### src/rtl/fir_out_quantizer_if.sv
// Sample-in / stream-out signal bundle between the FIR top, fir_out_quantizer and its consumer.
interface fir_out_quantizer_if;
  logic [23:0] y_in;
  logic        in_valid;
  logic [15:0] out_data;
  logic        out_valid;
  logic        out_ready;

  modport slave (input y_in, in_valid, out_ready, output out_data, out_valid);
  modport master (output y_in, in_valid, out_ready, input out_data, out_valid);
endinterface

### src/rtl/fir_out_quantizer.sv
// Round/shift/saturate 24-bit FIR output to 16 bits and buffer it in a small valid/ready FIFO.
// Optional build macro FIR_SAT_CNT_EN adds a saturating 16-bit clip counter port (sat_count).
module fir_out_quantizer #(
  parameter int SHIFT = 8,
  parameter int DEPTH = 8,
  parameter int AW    = 3
) (
  input  logic                clk,
  input  logic                reset_n,
  fir_out_quantizer_if.slave  s,
  input  logic                clr_flags,
  output logic [AW:0]         level,
  output logic                sat_flag,
  output logic                ovf_flag
`ifdef FIR_SAT_CNT_EN
  ,
  output logic [15:0]         sat_count
`endif
);

  localparam logic signed [24:0] ROUND = 25'(1) << (SHIFT - 1);
  localparam logic signed [24:0] Q_MAX = 25'sd32767;
  localparam logic signed [24:0] Q_MIN = -25'sd32768;
  localparam logic [AW:0]        FULL  = (AW + 1)'(DEPTH);

  logic signed [24:0] sum;
  logic signed [24:0] shifted;
  logic [15:0]        q_sat;
  logic               sat_pulse;

  logic               stage_valid_q;
  logic [15:0]        stage_data_q;
  logic               stage_sat_q;

  logic [15:0]        mem_q [DEPTH];
  logic [AW-1:0]      wr_ptr_q, rd_ptr_q;
  logic [AW:0]        level_q, level_d;
  logic               sat_q, sat_d;
  logic               ovf_q, ovf_d;
  logic               rd_en, wr_en, drop;

  always_comb begin
    sum       = {s.y_in[23], s.y_in} + ROUND;
    shifted   = sum >>> SHIFT;
    q_sat     = shifted[15:0];
    sat_pulse = 1'b0;
    if (shifted > Q_MAX) begin
      q_sat     = 16'h7FFF;
      sat_pulse = 1'b1;
    end else if (shifted < Q_MIN) begin
      q_sat     = 16'h8000;
      sat_pulse = 1'b1;
    end
  end

  always_ff @(posedge clk or negedge reset_n) begin
    if (!reset_n) begin
      stage_valid_q <= 1'b0;
      stage_data_q  <= '0;
      stage_sat_q   <= 1'b0;
    end else begin
      stage_valid_q <= s.in_valid;
      if (s.in_valid) begin
        stage_data_q <= q_sat;
        stage_sat_q  <= sat_pulse;
      end
    end
  end

  // A full FIFO still accepts a write when the head is popped on the same edge.
  always_comb begin
    rd_en   = (level_q != '0) && s.out_ready;
    wr_en   = stage_valid_q && ((level_q != FULL) || rd_en);
    drop    = stage_valid_q && !wr_en;
    level_d = level_q;
    case ({wr_en, rd_en})
      2'b10:   level_d = level_q + 1'b1;
      2'b01:   level_d = level_q - 1'b1;
      default: level_d = level_q;
    endcase
    sat_d = (stage_valid_q && stage_sat_q) || (sat_q && !clr_flags);
    ovf_d = drop || (ovf_q && !clr_flags);
  end

  genvar gi;
  generate
    for (gi = 0; gi < DEPTH; gi++) begin : g_mem
      always_ff @(posedge clk or negedge reset_n) begin
        if (!reset_n) begin
          mem_q[gi] <= '0;
        end else if (wr_en && (wr_ptr_q == AW'(gi))) begin
          mem_q[gi] <= stage_data_q;
        end
      end
    end
  endgenerate

  always_ff @(posedge clk or negedge reset_n) begin
    if (!reset_n) begin
      wr_ptr_q <= '0;
      rd_ptr_q <= '0;
      level_q  <= '0;
      sat_q    <= 1'b0;
      ovf_q    <= 1'b0;
    end else begin
      if (wr_en) wr_ptr_q <= wr_ptr_q + AW'(1);
      if (rd_en) rd_ptr_q <= rd_ptr_q + AW'(1);
      level_q <= level_d;
      sat_q   <= sat_d;
      ovf_q   <= ovf_d;
    end
  end

`ifdef FIR_SAT_CNT_EN
  logic [15:0] cnt_q, cnt_d;

  always_comb begin
    cnt_d = cnt_q;
    if (clr_flags) begin
      cnt_d = '0;
    end else if (stage_valid_q && stage_sat_q && (cnt_q != 16'hFFFF)) begin
      cnt_d = cnt_q + 16'd1;
    end
  end

  always_ff @(posedge clk or negedge reset_n) begin
    if (!reset_n) cnt_q <= '0;
    else          cnt_q <= cnt_d;
  end

  assign sat_count = cnt_q;
`endif

  assign s.out_data  = mem_q[rd_ptr_q];
  assign s.out_valid = (level_q != '0);
  assign level       = level_q;
  assign sat_flag    = sat_q;
  assign ovf_flag    = ovf_q;

endmodule

### src/flat_wrapper.sv
// flat-port wrapper written by rule: the top's interface ports become plain ports
module fir_out_quantizer_flat 
#(
  parameter int SHIFT = 8,
  parameter int DEPTH = 8,
  parameter int AW    = 3
)
  (clk, reset_n, clr_flags, level, sat_flag, ovf_flag, s_y_in, s_in_valid, s_out_ready, s_out_data, s_out_valid);
  fir_out_quantizer_if s_i ();
  input  logic clk;
  input  logic reset_n;
  input  logic clr_flags;
  output logic [AW:0] level;
  output logic sat_flag;
  output logic ovf_flag;
  input wire logic [$bits(s_i.y_in)-1:0] s_y_in;
  input wire logic [$bits(s_i.in_valid)-1:0] s_in_valid;
  input wire logic [$bits(s_i.out_ready)-1:0] s_out_ready;
  output wire logic [$bits(s_i.out_data)-1:0] s_out_data;
  output wire logic [$bits(s_i.out_valid)-1:0] s_out_valid;
  assign s_i.y_in = s_y_in;
  assign s_i.in_valid = s_in_valid;
  assign s_i.out_ready = s_out_ready;
  assign s_out_data = s_i.out_data;
  assign s_out_valid = s_i.out_valid;
  fir_out_quantizer #(.SHIFT(SHIFT), .DEPTH(DEPTH), .AW(AW)) u_core (.clk(clk), .reset_n(reset_n), .s(s_i), .clr_flags(clr_flags), .level(level), .sat_flag(sat_flag), .ovf_flag(ovf_flag));
endmodule
### config.mk
export PLATFORM = sky130hd
export DESIGN_NAME = fir_out_quantizer_flat
export DESIGN_NICKNAME = d
export VERILOG_FILES = /design/src/rtl/fir_out_quantizer_if.sv /design/src/rtl/fir_out_quantizer.sv /design/src/flat_wrapper.sv
export SDC_FILE = /design/constraint.sdc
export NUM_CORES = 1
export LEC_CHECK = 0
export CAP_MARGIN = 20
export CORE_MARGIN = 2
export CORE_UTILIZATION = 45
export DETAILED_ROUTE_END_ITERATION = 8
export GPL_TIMING_DRIVEN = 0
export PLACE_DENSITY = 0.71
export SYNTH_ARGS = -nofsm -noshare
export SYNTH_HDL_FRONTEND = slang
export SYNTH_SLANG_ARGS = --single-unit
### constraint.sdc
create_clock -name clk -period 3.96 [get_ports clk]
set_clock_uncertainty 0.1 [all_clocks]
set_input_delay 0.792 -clock clk [delete_from_list [all_inputs] [get_ports clk]]
set_output_delay 0.792 -clock clk [all_outputs]
set_load 0.005 [all_outputs]
* Word level (Yosys, flattened, before mapping) *
Index checks and enable logic that the tools add are counted.

storage, ports and cells
  bits in registers = 158
  bits of input ports = 29
  output and inout bits = 23
  word-level logic and storage cells = 65

operators by class
  add/subtract/negate cells = 5
  order comparisons = 3
  equality and inequality tests = 10
  muxes and demuxes = 8
  bitwise gates (word level) = 1
  reductions and logical operators = 22

operators with widths
  operator                 number
  $mux W16                 4
  $bmux W16 S3             1
  $add A24 B9 Y25 const B  1
  $gt A17 B16 Y1 const B   1
  $lt A17 B16 Y1 const B   1
  $logic_and A1 B1 Y1      14
  $eq A3 B3 Y1 const B     4
  $pmux W4 S2              1
  $add A3 B1 Y3 const B    2
  $eq A3 B2 Y1 const B     2
  $add A4 B1 Y4 const B    1
  $ge A4 B4 Y1 const B     1
  $ne A4 B4 Y1 const B     1
  $not A3 Y4               1
  $reduce_bool A4 Y1       1
  $sub A4 B1 Y4 const B    1
  $eq A3 B1 Y1 const B     1
  $logic_not A3 Y1         1
  $logic_or A1 B1 Y1       3
  $eq A2 B1 Y1 const B     1
  $eq A2 B2 Y1 const B     1
  $logic_not A1 Y1         2
  $mux W1                  2
  $reduce_bool A2 Y1       1

* Depth between registers and ports, before layout *
  depth after elaboration = 7
  mapped depth = 12

* Worst setup path after synthesis *
OpenSTA, ideal clock, no wires.

  path kind = input to register
  start point = input s_out_ready
  end point = register u_core.level_q[3], in the netlist u_core.level[3]
  library setup time = 0.125 ns
  arrival = 2.489 ns
  required time = 3.735 ns
  setup slack = 1.245 ns
  cell stages on the path = 11
  buffers on the path = 1
  cells stage by stage = nand3b_1 > and2_0 > buf_2 > inv_1 > ha_1 > ha_1 > a21o_1 > a21oi_1 > xnor2_1 > nor2_1 > xor2_1

on the way
  word-level cells in the longest chain between the ends = 5
  elaborated cells between the ends (all ways) = 7

ends and longest elaborated chain
  element                                                   RTL line                  source
  start, declared                                           flat_wrapper.sv:18        input wire logic [$bits(s_i.out_ready)-1:0] s_out_ready;
  $logic_and A1 B1 Y1 (*)                                   fir_out_quantizer.sv:72   rd_en = (level_q != '0) && s.out_ready;
  $logic_or A1 B1 Y1                                        fir_out_quantizer.sv:73   wr_en = stage_valid_q && ((level_q != FULL) || rd_en);
  $logic_and A1 B1 Y1                                       fir_out_quantizer.sv:73
  $eq A2 B1 Y1 / $eq A2 B2 Y1 (equally long branches)       fir_out_quantizer.sv:76   case ({wr_en, rd_en})
  $pmux W4 S2 / $reduce_bool A2 Y1 (equally long branches)  --
  end signal, assigned                                      fir_out_quantizer.sv:108  level_q <= level_d;
  end, declared                                             fir_out_quantizer.sv:37   logic [AW:0] level_q, level_d;

Mark *: on every way between the ends. The rest lies on a longest branch, timed or not.
A chain may end at the register's enable or synchronous reset.

* Worst setup path after layout *
  start point = register u_core.rd_ptr_q[0]
  end point = output s_out_data[12]

on the way
  word-level cells in the longest chain between the ends = 4

ends and longest elaborated chain
  element                                       RTL line                  source
  start, declared                               fir_out_quantizer.sv:36   logic [AW-1:0] wr_ptr_q, rd_ptr_q;
  start signal, assigned                        fir_out_quantizer.sv:107  if (rd_en) rd_ptr_q <= rd_ptr_q + AW'(1);
  $not A3 Y4 (not written as such)              fir_out_quantizer.sv:134  assign s.out_data = mem_q[rd_ptr_q];
  $bmux W16 S3                                  fir_out_quantizer.sv:134
  $mux W16 (not written as such) (2 in series)  fir_out_quantizer.sv:134
  end, declared                                 flat_wrapper.sv:19        output wire logic [$bits(s_i.out_data)-1:0] s_out_data;

Every way passes these cells. The select of a mux whose other input is x is not followed.

==> metrics <==
share of flip-flops with an asynchronous set or reset=100.0%; Post-CTS Setup Bufs=0; Post-synth EDFFs=0; drc violations=0; pin count of the biggest net entering global routing=105; hold_buf cts=0; Hold Crit Class=in -> async; peak supply drop=approximately 0.00034 V; gpl congestion=between 0.7 and 0.8; Setup WS post-layout=0.1833 ns; sw frac=28.86%; WHS=~0.22 ns; synth-to-layout area growth=18.44%; post-route ant nets=0; root buf cell=clkbuf_16; worst-path cell chain=clkbuf_1 > buf_2 > mux4_2 > mux2_2 > clkdlybuf4s50_1; Buf/Inv on CP=3; CTS clk-pin slew, worst paths=0.06 ns; worst slew pin tran=between 0.9 and 1 ns; core area=around 16000 µm²; fillcell total=around 1300; Yosys cell types=40; wire length per cell=18.56 µm; Max clock buf depth=2; initial antenna violation count=0; max-cap viol count=0; row count=47; leading cell type in the layout, fill and taps excluded=dfrtp_1; sequential power share=36.8%; post-layout minimum cycle time=roughly 3.8 ns; Initial Util=45.62%; share of cells above drive strength 1=40.30%; Seq/Total Area, Yosys=52.64%; CP peak stage delay=0.58 ns; period utilisation layout=between 90% and 100%; gr usage total=18.55%; syn_nets=572; non-filler cells, final=828; Tot Pwr=approximately 0.0074 W; dpl hpwl=10450 µm; crit start category=register; area leader, netlist=dfrtp_1; worst reg2reg startpoint=u_core.level[1]; Final setup viols=0; first-pass GRT wire length=24920 µm; final WL=15370 µm; Worst Setup End Kind=output pin; Final Hold Vio Count=0; unrepaired setup endpoints after global routing=no; R2R Setup Slk=1.25 ns; status=completed; Crit path required time=3.07 ns; via count=4463; I/O Pins=between 50 and 60; Num CTS Buffers=17; die area=17740 µm²; Layout Utilization=a little over half; vias in the first global route=4709; Slew Limit Headroom=38.33%; CP Max Fanout=10; H-tree Lvls=4; DIE HEIGHT=between 100 and 150 µm; CP delay by family, top=buffers and inverters; ys flop type=dfrtp_1; Pleak=3.647 nW; mean post-synth cell area=14.14 µm²; CTS sink cnt=158; via/cell ratio=around 5.4; PD cells=836.9 nW/µm²; Ys Warns=0; Switch Pwr=~0.0021 W; Synth Cell Area=7511 µm²; later-pin clock latency in the skew report=0.42 ns; commonest cells after routing, fill and taps aside=dfrtp_1 (158), mux2_2 (145), clkdlybuf4s50_1 (43); PostCTS Resize Cnt=0; placed insts=~800; # diodes=0; #FFs+latches synth=between 150 and 200; r2r worst-path depth=10; fin. max-slew vios=0; Critical Path AT=2.88 ns; PortBufs=44; post-synth top area share=52.64%; Logic pwr share=39.8%; Synth area leaders=dfrtp_1 (53%), mux2_2 (22%), mux4_2 (9.6%); Internal=0.005296 W; Critical-path top delay cell=mux4_2; f_max=0.2648 GHz; reg-to-reg endpoint=u_core.level[3]; Die W=133.2 µm; Synth Instances=531; part of the power in the clock network=between 20% and 30%; Nets=636; WS Path Type=reg -> out; drt first pass iters=4; Placement Setup Slack=0.5466 ns; CTS tree=yes; GRT overflow=0; DRT iter0 DRCs=283
[cell type report]
cell class,count,area (µm²),area share (%)
flip-flops and latches,158,3954,44.44
plain buffers,39,173.9,1.955
clock buffers,19,452.9,5.091
repair buffers,45,469.2,5.274
well taps,220,275.3,3.094
clock inverters,13,187.7,2.110
inverters,14,52.55,0.5907
multi-input cells,320,3331,37.44
[Yosys cell counts, drive strengths merged, types with 2 or more instances]
cell type and instances:
dfrtp 158, mux2 145, mux4 32, buf 29, nand2 28, nor2 21
a21oi 17, inv 14, ha 11, nand3 11, xor2 11, clkbuf 10
xnor2 10, o21ai 6, nand4 5, nor3 4, or4 3, and4 2
nor4 2
[state kept, by name, summed over array words and instances (netlist names)]
name                  count
u_core.level              4
u_core.stage_sat_q        1
u_core.sat_flag           1
u_core.mem_q            128
u_core.wr_ptr_q           3
u_core.rd_ptr_q           3
u_core.stage_valid_q      1
u_core.stage_data_q      16
u_core.ovf_flag           1
[how the worst max path moves through the flow]
stage / from / to / slack, ns / depth (start not counted)
2_1_floorplan: s_out_ready / u_core.level[3] / 1.25 / 11
3_3_place_gp: reset_n / u_core.mem_q[55] / -3.78 / 1
3_5_place_dp: s_out_ready / u_core.level[3] / 0.55 / 12
4_1_cts: u_core.rd_ptr_q[0] / s_out_data[12] / 0.15 / 5
5_1_grt: u_core.rd_ptr_q[0] / s_out_data[12] / 0.01 / 5
6_report: u_core.rd_ptr_q[0] / s_out_data[12] / 0.18 / 5
[power groups by stage]
stage	clock network [W]	registers [W]	logic, W
2_1_floorplan	0	0.00262	0.00204
3_5_place_dp	0	0.00276	0.00299
5_1_grt	0.00183	0.00282	0.00321
3_3_place_gp	0	0.00268	0.00290
4_1_cts	0.00177	0.00274	0.00302
6_report	0.00174	0.00274	0.00297
[per-layer routing]
| metal | global-route usage [%] | up-vias | part of all wire [%] |
|---|---|---|---|
| li1 | - | 2043 | - |
| met1 | 23.75 | 2308 | 44 |
| met2 | 30.94 | 90 | 50 |
| met3 | 4.756 | 22 | 4.5 |
| met4 | 6.383 | 0 | 1.8 |
| met5 | 0 | - | 0 |
[logic make-up (layout without fill, tap and decap cells)]
family / Yosys count / count (layout) / synth area share (%)
multiplexers: 177 / 177 / 31.33
flip-flops: 158 / 158 / 52.64
AND/OR/NAND/NOR: 82 / 82 / 5.764
buffers and inverters: 53 / 130 / 3.015
AO/OA/AOI/OAI: 28 / 28 / 2.699
XOR/XNOR: 21 / 21 / 2.449
adder cells (fa/ha/maj): 12 / 12 / 2.099
[stage by stage]
stage | TNS (ns) | instance area, µm²
6_report | 0 | 8896
5_1_grt | 0 | 8896
4_1_cts | 0 | 8896
3_5_place_dp | 0 | 8255
3_3_place_gp | -595.83 | 8227
2_1_floorplan | 0 | 7511
Note: power is estimated with default switching activity, not from simulation.
